**src/rtl/cpu_pkg.sv**
```systemverilog
// Shared pipeline definitions for the IF, ID and EXE stages.
package cpu_pkg;

  localparam int unsigned XLEN = 32;
  localparam logic [XLEN-1:0] NOP_INST = 32'h0;

  typedef enum logic [1:0] {
    FETCH = 2'd0,
    WAIT  = 2'd1,
    HOLD  = 2'd2,
    DROP  = 2'd3
  } if_state_e;

  // One fetched instruction together with its return PC (fetch address + step)
  typedef struct packed {
    logic [XLEN-1:0] pc;
    logic [XLEN-1:0] inst;
  } if_entry_t;

endpackage

```
**src/rtl/if_skid_buf.sv**
```systemverilog
// One-entry {pc,inst} holding buffer for a word that returns while the pipe is frozen.
module if_skid_buf
  import cpu_pkg::*;
(
  input  logic      clk,
  input  logic      rst,
  input  logic      load,
  input  logic      unload,
  input  logic      clear,
  input  if_entry_t din,
  output logic      full,
  output if_entry_t dout
);

  // Clear wins; a load in the same cycle as an unload refills the entry
  always_ff @(posedge clk) begin
    if (!rst) begin
      full <= 1'b0;
      dout <= '0;
    end else if (clear) begin
      full <= 1'b0;
    end else if (load) begin
      full <= 1'b1;
      dout <= din;
    end else if (unload) begin
      full <= 1'b0;
    end
  end

endmodule

```
**src/rtl/if_stage.sv**
```systemverilog
// Instruction-fetch stage: PC register, imem req/ack handshake, freeze/redirect
// handling and IF/ID boundary registers.
// Optional build macro IF_PERF_CNT_EN adds fetch_cnt/stall_cnt counters.
module if_stage
  import cpu_pkg::*;
#(
  parameter logic [XLEN-1:0] RESET_PC = 32'h0,
  parameter int unsigned     PC_STEP  = 4
)(
  input  logic            clk,
  input  logic            rst,
  input  logic            freeze,
  input  logic            br_taken,
  input  logic [XLEN-1:0] br_addr,
  output logic            imem_req,
  output logic [XLEN-1:0] imem_addr,
  input  logic            imem_ack,
  input  logic [XLEN-1:0] imem_rdata,
  output logic [XLEN-1:0] pc_out,
  output logic [XLEN-1:0] inst,
  output logic            inst_valid
`ifdef IF_PERF_CNT_EN
  ,
  output logic [31:0]     fetch_cnt,
  output logic [31:0]     stall_cnt
`endif
);

  if_state_e       state;
  logic [XLEN-1:0] pc;
  logic [XLEN-1:0] redirect_pc;
  logic [XLEN-1:0] pc_seq;
  logic            accept;
  logic            hold_release;
  logic            fetch_direct;
  logic            skid_load;
  logic            skid_unload;
  logic            skid_clear;
  logic            skid_full;
  logic            if_load;
  if_entry_t       skid_din;
  if_entry_t       skid_q;

  // Request/handshake decode; the request is held in WAIT/DROP until acked
  always_comb begin
    pc_seq       = pc + XLEN'(PC_STEP);
    imem_req     = rst && ((state == WAIT) || (state == DROP) || !freeze);
    imem_addr    = pc;
    accept       = imem_req && imem_ack;
    hold_release = rst && (state == HOLD) && skid_full && !freeze;
    fetch_direct = !br_taken && accept && !freeze &&
                   ((state == FETCH) || (state == WAIT));
    skid_load    = !br_taken && accept &&
                   ((((state == FETCH) || (state == WAIT)) && freeze) || hold_release);
    skid_unload  = !br_taken && hold_release;
    skid_clear   = rst && br_taken;
    if_load      = fetch_direct || skid_unload;
    skid_din     = '{pc: pc_seq, inst: imem_rdata};
  end

  if_skid_buf u_skid (
    .clk    (clk),
    .rst    (rst),
    .load   (skid_load),
    .unload (skid_unload),
    .clear  (skid_clear),
    .din    (skid_din),
    .full   (skid_full),
    .dout   (skid_q)
  );

  // FSM, PC and IF/ID registers; redirect has priority over freeze and ack
  always_ff @(posedge clk) begin
    if (!rst) begin
      state       <= FETCH;
      pc          <= RESET_PC;
      redirect_pc <= '0;
      pc_out      <= '0;
      inst        <= NOP_INST;
      inst_valid  <= 1'b0;
    end else if (br_taken) begin
      inst       <= NOP_INST;
      inst_valid <= 1'b0;
      if (imem_req && !imem_ack) begin
        // Outstanding request must complete at its address; park the target
        redirect_pc <= br_addr;
        state       <= DROP;
      end else begin
        pc    <= br_addr;
        state <= FETCH;
      end
    end else begin
      if (fetch_direct) begin
        pc_out     <= pc_seq;
        inst       <= imem_rdata;
        inst_valid <= 1'b1;
      end else if (skid_unload) begin
        pc_out     <= skid_q.pc;
        inst       <= skid_q.inst;
        inst_valid <= 1'b1;
      end

      case (state)
        FETCH, WAIT: begin
          if (accept) begin
            pc    <= pc_seq;
            state <= freeze ? HOLD : FETCH;
          end else if (imem_req) begin
            state <= WAIT;
          end
        end
        HOLD: begin
          // Release requests the next word at once; an immediate ack refills the skid
          if (hold_release) begin
            if (imem_ack) begin
              pc <= pc_seq;
            end else begin
              state <= WAIT;
            end
          end
        end
        DROP: begin
          if (imem_ack) begin
            pc    <= redirect_pc;
            state <= FETCH;
          end
        end
        default: state <= FETCH;
      endcase
    end
  end

`ifdef IF_PERF_CNT_EN
  // Instructions entering IF/ID and frozen cycles, both free-running modulo 2^32
  always_ff @(posedge clk) begin
    if (!rst) begin
      fetch_cnt <= 32'd0;
      stall_cnt <= 32'd0;
    end else begin
      if (if_load) begin
        fetch_cnt <= fetch_cnt + 32'd1;
      end
      if (freeze) begin
        stall_cnt <= stall_cnt + 32'd1;
      end
    end
  end
`endif

endmodule

```
**config.mk**
```make
export PLATFORM = sky130hd
export DESIGN_NAME = if_stage
export DESIGN_NICKNAME = d
export VERILOG_FILES = /design/src/rtl/cpu_pkg.sv /design/src/rtl/if_skid_buf.sv /design/src/rtl/if_stage.sv
export SDC_FILE = /design/constraint.sdc
export NUM_CORES = 1
export LEC_CHECK = 0
export CAP_MARGIN = 0
export CORE_ASPECT_RATIO = 0.75
export CORE_MARGIN = 3
export CORE_UTILIZATION = 35
export DETAILED_ROUTE_END_ITERATION = 6
export PLACE_DENSITY = 0.6
export SETUP_SLACK_MARGIN = 0.15
export SLEW_MARGIN = 20
export SYNTH_ARGS = -nofsm -noshare
export SYNTH_HDL_FRONTEND = slang
export SYNTH_HIERARCHICAL = 1
export SYNTH_SLANG_ARGS = --single-unit
```
**constraint.sdc**
```tcl
create_clock -name clk -period 2.5 [get_ports clk]
set_clock_uncertainty 0.1 [all_clocks]
set_input_delay 0.5 -clock clk [delete_from_list [all_inputs] [get_ports clk]]
set_output_delay 0.5 -clock clk [all_outputs]
set_load 0.02 [all_outputs]
```
==> results.yml <==
outcome:
  status: "finished clean"
detailed_routing:
  drtPass1Iterations: 5
  drt_iter0_drc: 594
  postRouteAntennaNets: 0
  wl_mm: 27.9
  route.detailed.drc: 0
  avgRoutedWirePerCell_um: 17.2
  vias_per_cell: 5.20
  num_vias: 8423
yosys:
  synth_top_family_by_area: "simple AND/OR/NAND/NOR gates"
  synthXorXnorAreaFrac_pct: 2.62
  ys_types: 63
  synth.avg_cell_area_um2: 8.36
  yosys.area.top_type: "dfxtp_1"
  synthCells: 1119
  synthArstFlopShare_pct: 0
  synth_edf_count: 0
  ys_seq_area_share_pct: 42.0
  ys.flop_type: "dfxtp_1"
  syn_nets: 1189
  syn_area_um2: 9350
  netlist.area_leader.share_pct: 42.0
  synthAdderAreaFrac_pct: 0.134
  synth_area_leaders: "dfxtp_1, mux2i_1, nand2_1"
  synth_compound_area_share_pct: 17.8
  synthMuxAreaShare_pct: 11.1
  yosysWarningCount: 6
  synthSimpleGateAreaFrac_pct: 20.3
  ys_ff_latch: 196
clock_tree:
  clk_latency_ns: 0.44
  cts_tree: "yes"
  cts.sinks: 196
  cts_buffers: 17
  cts_hold_buf: 0
  ctsRootBufferMaster: "clkbuf_16"
  clockBufferDepth: 2
  post_cts_buffers: 0
  cts.clk_slew.worst_paths_ns: 0.08
  cts_htree_levels: 4
pwr:
  intPower_mw: 5.32
  power_switching_mw: 1.88
  p_per_area_nw_per_um2: 593
  clkPwrFrac_pct: 41.5
  power_frac_seq_pct: 46.0
  ir_drop_v: 0.000450
  swShare_pct: 26.2
  comb_power_share_pct: 12.5
  p_leak_nw: 4.24
setup_path:
  cpLargestDelayFamily: "buffers and inverters"
  cp_max_fo: 8
  path_class: "reg -> out"
  path_buf_inv: 1
  critPathSlowestCell: "clkdlybuf4s50_1"
  worstPathArrival_ns: 1.65
  crit_path_end_kind: "primary output"
  worstPathRequired_ns: 1.90
  crit_chain: "clkdlybuf4s50_1"
  crit_path_start_kind: "register"
  slowest_delay_ns: 0.68
sta:
  finalSetupViolCount: 0
  fmax_mhz: 444
  finalCritPeriodShare_pct: 90.2
  finalSetupTns_ns: 0
  hold_violations: 0
  fin_crit_ns: 2.25
  tightest_slew_ns: 0.778
  slew_headroom_pct: 48.1
  rsz0062_at_grt: "no"
  drv_slew: 0
  fin_ws_ns: 0.245
  whs_ns: 0.306
finish:
  finalInstanceArea_um2: 12200
  mostFrequentLayoutCells: "nand2_1, dfxtp_1, clkdlybuf4s50_1, mux2i_1, a21oi_1"
  final_util_pct: 46.6
  layout-drive-gt1-share_pct: 9.25
  nets: 1334
  diodes: 0
  final_common_cell: "nand2_1"
  area_delta_synth_final_pct: 29.9
placement:
  dp_hpwl_mm: 19.0
  gp_congestion: 0.871
  io_buffers: 166
  dp_slack_ns: -0.115
  placed_area_um2: 11500
floorplan:
  dieArea_um2: 28700
  rows: 51
  die_w_um: 195
  io_pins: 167
  initial_core_util_pct: 35.8
  core_area_um2: 26100
  die_y_um: 148
job:
  max-cap-violations: 0
global_route:
  grt_max_degree: 177
  grt_usage_pct: 19.1
  grt_pass1_wl_mm: 44.3
  overflow: 0
  antenna_found_initial: 0
  grt_pass1_vias: 7826
min_path:
  hp-class: "in -> reg"
## worst min-delay path, stage by stage
cell     delay, ns
buf_6         0.15
nand2_1       0.08
o21ai_0       0.06
## layout make-up
class / count / area [µm²]
inverter: 9 / 33.8
fill: 2534 / 13900
clock buffer: 18 / 429
clock inverter: 13 / 195
multi-input combinational: 815 / 4890
timing repair buffer: 225 / 2250
sequential: 196 / 3930
tap: 344 / 430
## logic make-up (layout without fill, tap and decap cells)
| family | Yosys count | count (layout) |
|---|---|---|
| flops | 196 | 196 |
| compound gates | 262 | 262 |
| simple gates | 421 | 421 |
| buf+inv | 108 | 265 |
| xor+xnor | 28 | 28 |
| fa+ha+maj | 1 | 1 |
| mux | 103 | 103 |
## per-stage QoR
| stage | cells | power (mW) |
|---|---|---|
| finish | 1620 | 7.20 |
| global route | 1620 | 7.51 |
| CTS | 1620 | 7.29 |
| detailed placement | 1589 | 4.28 |
| global placement | 1589 | 4.28 |
| floorplan | 1119 | 3.84 |
## registers in the layout, indices dropped and copies added, names as in the netlist
name / flops
u_skid/dout: 64
imem_addr: 32
inst: 32
pc_out: 32
redirect_pc: 32
state: 2
inst_valid: 1
u_skid/full: 1
## final timing paths
path                                     from               to  slack (ns)  cells after the start
worst max-delay path            imem_addr[15]    imem_addr[15]        0.25                      1
worst min-delay path                      rst  redirect_pc[21]        0.31                      3
worst max register to register  imem_addr[11]  u_skid/dout[61]        0.30                      6
worst min register to register        inst[4]          inst[4]        0.35                      2
## power by group through the flow
stage	sequential, mW	clock, mW	combinational, mW
after floorplan	3.42	0	0.417
after global placement	3.38	0	0.894
after detailed placement	3.38	0	0.902
after CTS	3.31	3.08	0.905
after global routing	3.33	3.21	0.979
final	3.31	2.99	0.903
## routing by layer
layer | track usage, % | wire length [µm]
met3 | 3.67 | 1370
met2 | 29.3 | 12400
met1 | 27.8 | 13700
met4 | 4.35 | 347
met5 | 0 | 0
## synthesized netlist by cell type, types with 5 or more instances
master    instances
o21a_1           15
o211ai_1          6
a22oi_1          33
a21oi_1          82
inv_1             9
nand2b_1          8
nand2_1         259
clkbuf_1         59
and3_1            6
dfxtp_1         196
nor2_1           68
nor3_1            9
buf_2            24
and4_1            8
nand3_1          19
nand4_1          15
xnor2_1          21
buf_12            7
mux2i_1         100
o21ai_0          60
a211oi_1         22
buf_4             5
xor2_1            7
## what timing repair did
action                     4_1_cts  5_1_grt
pin swaps                        0        1
gates cloned                     0        0
resized for setup                1        5
setup endpoints to repair        1        9
Power figures use the tool's default switching activity.
